File: config.mk
export PLATFORM = sky130hd
export DESIGN_NAME = mem_bus_arbiter
export DESIGN_NICKNAME = d
export VERILOG_FILES = /design/src/rtl/cpu_types_pkg.sv /design/src/rtl/rr_pick2.sv /design/src/rtl/mem_bus_arbiter.sv
export SDC_FILE = /design/constraint.sdc
export NUM_CORES = 1
export LEC_CHECK = 0
export CORE_AREA = 4 4 169 171
export DETAILED_ROUTE_END_ITERATION = 6
export DIE_AREA = 0 0 173 175
export GPL_TIMING_DRIVEN = 0
export PLACE_DENSITY_LB_ADDON = 0.05
export SYNTH_ARGS = -nofsm -noshare
export SYNTH_HDL_FRONTEND = slang
export SYNTH_SLANG_ARGS = --single-unit
File: constraint.sdc
create_clock -name CLK -period 5.5 [get_ports CLK]
set_clock_uncertainty 0.15 [all_clocks]
set_input_delay 1.1 -clock CLK [delete_from_list [all_inputs] [get_ports CLK]]
set_output_delay 1.1 -clock CLK [all_outputs]
set_load 0.1 [all_outputs]
File: src/rtl/cpu_types_pkg.sv
// Shared CPU-side types: bus words, RAM handshake states, arbiter owner ids
// and arbiter FSM states.
package cpu_types_pkg;

    typedef logic [31:0] word_t;

    typedef enum logic [1:0] {
        FREE   = 2'd0,
        BUSY   = 2'd1,
        ACCESS = 2'd2,
        ERROR  = 2'd3
    } ramstate_t;

    typedef enum logic [2:0] {
        NONE = 3'd0,
        D0   = 3'd1,
        D1   = 3'd2,
        I0   = 3'd3,
        I1   = 3'd4
    } req_id_t;

    typedef enum logic {
        ARB = 1'b0,
        ACT = 1'b1
    } arb_state_t;

endpackage

File: src/rtl/rr_pick2.sv
// Two-way round-robin picker: the pointed-to requester wins a tie, otherwise
// the lone requester wins.
module rr_pick2 (
    input  logic [1:0] req_i,
    input  logic       ptr_i,
    output logic       gnt_valid_o,
    output logic       gnt_idx_o
);

    assign gnt_valid_o = |req_i;
    assign gnt_idx_o   = req_i[ptr_i] ? ptr_i : ~ptr_i;

endmodule

File: src/rtl/mem_bus_arbiter.sv
// Shares one RAM port between the icache/dcache of two cores: dcache over icache,
// round robin per class, bounded icache starvation, block-locked dcache grants.
module mem_bus_arbiter
    import cpu_types_pkg::*;
#(
    parameter int BLOCK_WORDS  = 2,
    parameter int STARVE_LIMIT = 4
) (
    input  logic         CLK,
    input  logic         nRST,
    input  logic [1:0]   iREN,
    input  word_t [1:0]  iaddr,
    output logic [1:0]   iwait,
    output word_t [1:0]  iload,
    input  logic [1:0]   dREN,
    input  logic [1:0]   dWEN,
    input  word_t [1:0]  daddr,
    input  word_t [1:0]  dstore,
    output logic [1:0]   dwait,
    output word_t [1:0]  dload,
    output logic         ramREN,
    output logic         ramWEN,
    output word_t        ramaddr,
    output word_t        ramstore,
    input  word_t        ramload,
    input  logic [1:0]   ramstate,
    output logic         ram_err,
    output logic [2:0]   grant_id
);

    localparam int WCW = (BLOCK_WORDS > 1) ? $clog2(BLOCK_WORDS) : 1;
    localparam int SCW = (STARVE_LIMIT > 0) ? $clog2(STARVE_LIMIT + 1) : 1;
    localparam logic [WCW-1:0] LAST_WORD  = WCW'(BLOCK_WORDS - 1);
    localparam logic [SCW-1:0] STARVE_MAX = SCW'(STARVE_LIMIT);

    arb_state_t     state_q, state_d;
    req_id_t        grant_q, grant_d;
    logic [WCW-1:0] word_cnt_q, word_cnt_d;
    logic [SCW-1:0] starve_cnt_q, starve_cnt_d;
    logic           d_ptr_q, d_ptr_d;
    logic           i_ptr_q, i_ptr_d;
    logic           ram_err_q, ram_err_d;

    logic [1:0] d_act;
    logic       d_valid, d_idx, i_valid, i_idx;
    logic       starved, pick_i, pick_d;
    req_id_t    winner;
    ramstate_t  rstate;
    logic       own_d, own_core, own_act, complete;

    assign d_act  = dREN | dWEN;
    assign rstate = ramstate_t'(ramstate);

    rr_pick2 u_pick_d (
        .req_i       (d_act),
        .ptr_i       (d_ptr_q),
        .gnt_valid_o (d_valid),
        .gnt_idx_o   (d_idx)
    );

    rr_pick2 u_pick_i (
        .req_i       (iREN),
        .ptr_i       (i_ptr_q),
        .gnt_valid_o (i_valid),
        .gnt_idx_o   (i_idx)
    );

    // Starvation overrides dcache priority only while an icache is actually waiting.
    assign starved = (starve_cnt_q >= STARVE_MAX) && i_valid;
    assign pick_i  = starved || (!d_valid && i_valid);
    assign pick_d  = d_valid && !starved;

    // NOTE: every always_comb output gets a default first so no path leaves it unassigned (no latch).
    always_comb begin
        winner = NONE;
        if (pick_i) begin
            winner = i_idx ? I1 : I0;
        end else if (pick_d) begin
            winner = d_idx ? D1 : D0;
        end
    end

    assign own_d    = (grant_q == D0) || (grant_q == D1);
    assign own_core = (grant_q == D1) || (grant_q == I1);
    assign own_act  = own_d ? d_act[own_core] : iREN[own_core];
    assign complete = (state_q == ACT) && own_act && (rstate == ACCESS);

    // NOTE: sequential state uses non-blocking assignments so all registers update together.
    always_ff @(posedge CLK or negedge nRST) begin
        if (!nRST) begin
            state_q      <= ARB;
            grant_q      <= NONE;
            word_cnt_q   <= '0;
            starve_cnt_q <= '0;
            d_ptr_q      <= 1'b0;
            i_ptr_q      <= 1'b0;
            ram_err_q    <= 1'b0;
        end else begin
            state_q      <= state_d;
            grant_q      <= grant_d;
            word_cnt_q   <= word_cnt_d;
            starve_cnt_q <= starve_cnt_d;
            d_ptr_q      <= d_ptr_d;
            i_ptr_q      <= i_ptr_d;
            ram_err_q    <= ram_err_d;
        end
    end

    always_comb begin
        state_d      = state_q;
        grant_d      = grant_q;
        word_cnt_d   = word_cnt_q;
        starve_cnt_d = starve_cnt_q;
        d_ptr_d      = d_ptr_q;
        i_ptr_d      = i_ptr_q;
        ram_err_d    = ram_err_q | (rstate == ERROR);
        case (state_q)
            ARB: begin
                if (winner != NONE) begin
                    state_d    = ACT;
                    grant_d    = winner;
                    word_cnt_d = '0;
                    if (pick_i) begin
                        i_ptr_d      = ~i_ptr_q;
                        starve_cnt_d = '0;
                    end else begin
                        d_ptr_d = ~d_ptr_q;
                        if (i_valid && (starve_cnt_q != STARVE_MAX)) begin
                            starve_cnt_d = starve_cnt_q + SCW'(1);
                        end
                    end
                end
            end
            ACT: begin
                // A dcache owner keeps the bus until its last block word completes.
                if (!own_act || (complete && (!own_d || (word_cnt_q == LAST_WORD)))) begin
                    state_d    = ARB;
                    grant_d    = NONE;
                    word_cnt_d = '0;
                end else if (complete) begin
                    word_cnt_d = word_cnt_q + WCW'(1);
                end
            end
            default: begin
                state_d = ARB;
            end
        endcase
    end

    always_comb begin
        ramREN   = 1'b0;
        ramWEN   = 1'b0;
        ramaddr  = '0;
        ramstore = '0;
        iwait    = 2'b11;
        dwait    = 2'b11;
        if (state_q == ACT) begin
            if (own_d) begin
                ramWEN   = dWEN[own_core];
                ramREN   = dREN[own_core] & ~dWEN[own_core];
                ramaddr  = daddr[own_core];
                ramstore = dstore[own_core];
                if (complete) begin
                    dwait[own_core] = 1'b0;
                end
            end else begin
                ramREN  = iREN[own_core];
                ramaddr = iaddr[own_core];
                if (complete) begin
                    iwait[own_core] = 1'b0;
                end
            end
        end
    end

    assign iload    = {ramload, ramload};
    assign dload    = {ramload, ramload};
    assign ram_err  = ram_err_q;
    assign grant_id = grant_q;

endmodule

Word-level counts from Yosys, hierarchy flattened
Cells that the tools add are included.
{ "word_totals": {"reg_bits": 11, "input_bits": 234, "elab_cells": 110} }
{ "op_classes": {"add_sub_neg": 2, "n_lt_le_gt_ge": 5, "eq_ne": 9, "mux": 52, "n_bitwise": 9, "reduce_logical": 26} }
{ "op_table": {"columns": ["op", "n"], "rows": [
  ["$mux W32", 10],
  ["$mux W1", 25],
  ["$mux W3", 6],
  ["$mux W2", 7],
  ["$reduce_and A3 Y1", 3],
  ["$logic_and A1 B1 Y1", 8],
  ["$lt A1 B2 Y1 const B", 3],
  ["$pmux W3 S2", 1],
  ["$logic_or A1 B1 Y1", 5],
  ["$not A1 Y1", 5],
  ["$eq A2 B2 Y1 const B", 2],
  ["$logic_not A1 Y1", 4],
  ["$pmux W1 S2", 2],
  ["$reduce_and A2 Y1", 2],
  ["$reduce_or A2 Y1", 2],
  ["$add A3 B1 Y3 const B", 1],
  ["$eq A3 B1 Y1 const B", 1],
  ["$eq A3 B2 Y1 const B", 1],
  ["$eq A3 B3 Y1 const B", 1],
  ["$ge A3 B3 Y1 const B", 1],
  ["$ne A3 B1 Y1 const B", 1],
  ["$ne A3 B3 Y1 const B", 1],
  ["$reduce_bool A3 Y1", 1],
  ["$ne A2 B1 Y1 const B", 1],
  ["other kinds (9)", 9]
]} }

Logic depth before layout (Yosys ltp)
{ "logic_depth": {"depth_word": 11, "ltp_mapped": 7, "mapped_depth_nobuf": 4} }

Modules after synthesis
A second synthesis with hierarchy kept.
{ "unflattened": {"hier_cells": 400, "area_unflattened_um2": 3206.8} }
{ "by_module_without_submodules": {"columns": ["module", "instances", "cells_each", "area_per_inst_um2", "seq_area_each_um2"], "rows": [
  ["mem_bus_arbiter", 1, 394, 3166.8, 275.3],
  ["rr_pick2", 2, 3, 20.0, 0.0]
]} }

Least setup slack after synthesis
Ideal clock, no wire load.
{ "synth_timing": {"kind": "reg2out", "from": "register grant_q[1], in the netlist grant_id[1]", "to": "output ramstore[23]", "arrival_ns": 3.411, "required_time_ns": 4.250, "slack_ns": 0.839, "stages_incl_launch_ff": 8, "path_cell_list": "dfrtp_1 > buf_6 > xor2_2 > and2_1 > buf_2 > clkbuf_1 > nand2_1 > a21oi_1"} }
{ "synth_via": {"elab_chain_len": 6, "word_cells_on_any_way": 9, "classes_between": "eq/ne: 3; mux: 4; reduce/logical: 2"} }
{ "synth_rtl": {"columns": ["element", "line", "source"], "rows": [
  ["from (decl)", "mem_bus_arbiter.sv:37", "req_id_t grant_q, grant_d;"],
  ["from (signal assigned)", "mem_bus_arbiter.sv:100", "grant_q <= grant_d;"],
  ["$eq A3 B2 Y1 / $eq A3 B3 Y1 (equally long branches)", "mem_bus_arbiter.sv:83, mem_bus_arbiter.sv:84", null],
  ["$logic_or A1 B1 Y1", "mem_bus_arbiter.sv:84", "assign own_core = (grant_q == D1) || (grant_q == I1);"],
  ["$mux W32 (implied by the code) (2 in series)", "mem_bus_arbiter.sv:162", "ramstore = dstore[own_core];"],
  ["$mux W32 *", "mem_bus_arbiter.sv:158", "if (own_d) begin"],
  ["$mux W32 *", "mem_bus_arbiter.sv:157", "if (state_q == ACT) begin"],
  ["to (decl)", "mem_bus_arbiter.sv:24", "output word_t ramstore,"]
]} }
Mark *: on every way between the ends. The rest lies on a longest branch, timed or not. The select of a mux whose other input is x is not followed.

Worst setup path in the final report
{ "layout_timing": {"from": "input dWEN[1]", "to": "output dwait[0]"} }
{ "layout_via": {"elab_chain_len": 9} }
{ "layout_rtl": {"columns": ["element", "line", "source"], "rows": [
  ["from (decl)", "mem_bus_arbiter.sv:16", "input logic [1:0] dWEN,"],
  ["$or A2 B2 Y2", "mem_bus_arbiter.sv:51", "assign d_act = dREN | dWEN;"],
  ["$mux W1 (implied by the code) (2 in series)", "mem_bus_arbiter.sv:85", "assign own_act = own_d ? d_act[own_core] : iREN[own_core];"],
  ["$mux W1", "mem_bus_arbiter.sv:85", null],
  ["$logic_and A1 B1 Y1 (2 in series)", "mem_bus_arbiter.sv:86", "assign complete = (state_q == ACT) && own_act && (rstate == ACCESS);"],
  ["$mux W2", "mem_bus_arbiter.sv:163", "if (complete) begin"],
  ["$mux W2", "mem_bus_arbiter.sv:158", null],
  ["$mux W2", "mem_bus_arbiter.sv:157", null],
  ["to (decl)", "mem_bus_arbiter.sv:19", "output logic [1:0] dwait,"]
]} }
No other way between the ends. The select of a mux whose other input is x is not followed.

==> out/summary.md <==
The run finished with clean final reports. The height of the chip is 175 µm, and the floorplan row count is 60. Buffers inserted to repair hold after CTS numbered 0. Counting the buffers created by CTS gives 3.

The worst setup path is captured at a primary output. The count of non-filler cells in the finished layout was 1159; the floorplan die area was 0.03028 mm². For this configuration, the core starts out at a cell density of 12.14%. Global routing used 13.03% of the available tracks across all layers.

In this run the cell area measured after placement is 0.007722 mm². In the finished design, the share of the clock period the worst path needs comes to 94.53%. Buffers placed on the I/O ports in this run total 403. During synthesis, Yosys emitted a total of 0 warnings.

Setup violations remaining at the end of the flow were counted as 0. The residual antenna-violating net count after detailed routing is 0. TritonCTS built the clock tree. The slew of the pin with the lowest slew margin came out at 1049 ps. In the final layout, the share of cells above drive strength 1 is 22.18%. The tools report the total setup buffers inserted after CTS as 0. Wires add up to 20.96 mm. The root buffer cell is sky130_fd_sc_hd__clkbuf_16.

The share of synthesized registers carrying an async set or reset is 100.0%, and the clock-pin transition on the worst setup and hold timing paths is 40 ps. Maximum VDD drop: 0.2586 mV. Dividing the detail-routed wire length by the instance count gives 18.09 µm. Entering global routing, the biggest net connects 12 pins.

The analysis attributes to cell leakage a power of 3.112 nW. The tools report the number of H-tree branching levels as 1. The clock network latency to the later pin of the worst-skew pair is 240 ps, and the final number of hold-violating endpoints is 0. The clock net in this run drives a total of 11 sinks. The share of total power dissipated in combinational logic is 94.5%. In this run the power density over the cells is 615.5 mW/mm².

Registers are responsible for 2.7% of the overall power. For this design, the slowest cell found on the critical path is sky130_fd_sc_hd__clkdlybuf4s50_1. Data on the critical path is required at its endpoint by 4250 ps. The final period demand of the worst path was 5199 ps; the total net switching power was 3.363 mW. Setup repair after global routing left no endpoint under its margin. The kind of cell adding the most delay to the critical path was buffers and inverters.

The most common cell after layout, fill and taps aside was sky130_fd_sc_hd__clkdlybuf4s50_1. The logs give 645 for the post-synthesis net count and 0 for the count of max-cap constraint violations. The worst path buffer plus inverter count was 2.

The number of antenna violations at the first check in global routing is 5, and the final routed DRC violation total is 0. In this run the standard cell core region covers 0.02688 mm². In the layout the commonest cells are 403 x sky130_fd_sc_hd__clkdlybuf4s50_1, 128 x sky130_fd_sc_hd__buf_4, 73 x sky130_fd_sc_hd__nand2_1. The largest single stage delay on the critical path is 1160 ps.

Count of pins on the block boundary: 436. The mapped netlist covers 0.003262 mm². The top flip-flop cell by instance count after synthesis is sky130_fd_sc_hd__dfrtp_1.

The number of global-route vias before repair was 4786. The mean instance size in the synthesized netlist is 7.975 µm², and the synthesis-to-finish area growth is 139.3%. The mean number of vias per cell works out to 3.779. The min-delay analysis places its worst path in the category register to register. Summing over every cut layer, the via total after detailed routing is 4380. Critical path data arrival time: 3950 ps.

The final-report max-slew violation count was 0. The synthesized design contains 0 enable-type register cells. The congestion estimate from routability-driven global placement came to 0.8220.

In this run, synthesis produced a sequential element count of 11. In this run, distinct cell masters in the synthesized netlist total 44. Once the clock tree was built, the resizer swapped 0 gates to a different size.

The signal on the critical path passes through clkdlybuf4s50_1, or4b_4, a21o_1, and4b_4, nand4_1, clkdlybuf4s50_1. The most frequent cell on the critical path is sky130_fd_sc_hd__clkdlybuf4s50_1. The path type of the worst setup path is input port to primary output. The switching share of power was 70.00%; the number of buffers between clock root and the deepest sink was 2. The share of total power dissipated in the clock network is 2.8%. The number of design-rule violations left by the first detailed-router iteration is 143, and the width of the die is 173 µm. The number of placed cells counting well taps is 1153, and the maximum net fanout on the critical path is 7.

Detailed placement ended at an HPWL of 18.52 mm. Category of the worst setup path launch point: an input port. Summed over all failing endpoints, the final setup total negative slack is 0 ps. Synthesis handed over a netlist of 409 instances. The total congestion overflow was 0; the fmax was 0.1923 GHz. For this run, the post-layout net count is 1053. The normalized max-slew margin is 29.85%. The run gives 0.007806 mm² as the post-route cell area. The first detailed-routing pass took 4 iterations.

Summing the sequential cell areas from Yosys gives 8.439% of the chip area. The logs give 1.441 mW for the design internal power and 29.05% for the end-of-flow core utilization. The global-route wire length before repair is 30.88 mm.
[synth_stat cells (3+ instances only)]
library cell               count  area share (%)
sky130_fd_sc_hd__and3_1        3            0.58
sky130_fd_sc_hd__o21ai_0       7             1.1
sky130_fd_sc_hd__a21oi_1      33             5.1
sky130_fd_sc_hd__dfrtp_1      11             8.4
sky130_fd_sc_hd__mux4_2       32              22
sky130_fd_sc_hd__and2_1       34             6.5
sky130_fd_sc_hd__o211ai_1      3            0.69
sky130_fd_sc_hd__buf_4       128              29
sky130_fd_sc_hd__buf_2         4            0.61
sky130_fd_sc_hd__nor2_1        6            0.69
sky130_fd_sc_hd__inv_1         8            0.92
sky130_fd_sc_hd__nand2_1      73             8.4
sky130_fd_sc_hd__clkbuf_1     13             1.5
sky130_fd_sc_hd__nand4_1       5            0.96
sky130_fd_sc_hd__nand3_1       4            0.61
sky130_fd_sc_hd__buf_6         7             2.4
sky130_fd_sc_hd__nand3b_1      3            0.69
[per-stage QoR]
step / hold slack [ps] / total power, mW / worst slack, ps
2_1_floorplan: 301.8 / 3.591 / 838.6
3_3_place_gp: 301.3 / 4.722 / 301.8
3_5_place_dp: 305.7 / 4.732 / 285.1
4_1_cts: 325.3 / 4.886 / 281.1
5_1_grt: 345.1 / 5.013 / 161.3
6_report: 330.7 / 4.805 / 300.7
[metal layers]
metal | part of all wire, % | vias up | global-route usage, %
li1 | - | 2092 | -
met1 | 34 | 1985 | 13.30
met2 | 54 | 277 | 25.58
met3 | 10 | 22 | 5.041
met4 | 1.7 | 4 | 1.862
met5 | 0.11 | - | 0
[area by class of cell]
cell class	count	area (µm²)
fillers	2869	19070
well taps	341	426.7
flip-flops and latches	11	275.3
multi-input cells	236	1841
plain buffers	154	1116
repair buffers	403	4034
inverters	8	30.03
clock buffers	4	78.83
diodes	2	5.005
[worst register-to-register path, stage by stage (launching register included)]
cell and delay [ps]:
sky130_fd_sc_hd__dfrtp_1 380, sky130_fd_sc_hd__buf_6 150, sky130_fd_sc_hd__or4b_1 550, sky130_fd_sc_hd__a21o_1 210
sky130_fd_sc_hd__and4b_4 240, sky130_fd_sc_hd__a22o_1 210
[registers in the layout, indices dropped and copies added (netlist names)]
register	count
grant_id	3
starve_cnt_q	3
d_ptr_q	1
i_ptr_q	1
ram_err	1
state_q	1
word_cnt_q	1
[power by group through the flow]
stage | logic [mW] | clock network [mW] | registers (mW)
after global placement | 4.59 | 0 | 0.131
after global routing | 4.73 | 0.143 | 0.135
final | 4.54 | 0.133 | 0.130
after detailed placement | 4.60 | 0 | 0.132
after floorplan | 3.41 | 0 | 0.179
after CTS | 4.62 | 0.139 | 0.131
[cells by family (layout without fill, tap and decap cells)]
logic type | Yosys count | count (layout) | share of synthesized area (%)
buffers and inverters | 162 | 569 | 35.14
AND/OR/NAND/NOR | 140 | 140 | 21.56
AO/OA/AOI/OAI | 56 | 56 | 10.09
multiplexers | 33 | 33 | 22.40
flip-flops | 11 | 11 | 8.439
XOR/XNOR | 4 | 4 | 1.304
adder cells (fa/ha/maj) | 3 | 3 | 1.074
other | 0 | 2 | 0
[path summary, 6_finish.rpt]
check	startpoint	endpoint	slack, ps	depth (start not counted)
min reg2reg	i_ptr_q$_DFFE_PN0P_	i_ptr_q$_DFFE_PN0P_	330	1
max reg2reg	grant_id[1]$_DFFE_PN0P_	word_cnt_q$_DFFE_PN0P_	3500	5
min in group asynchronous	nRST	starve_cnt_q[1]$_DFFE_PN0P_	1090	1
max	dWEN[1]	dwait[0]	300	6
min	i_ptr_q$_DFFE_PN0P_	i_ptr_q$_DFFE_PN0P_	330	1
max in group asynchronous	nRST	word_cnt_q$_DFFE_PN0P_	3730	1
(Power assumes the default switching activity.)
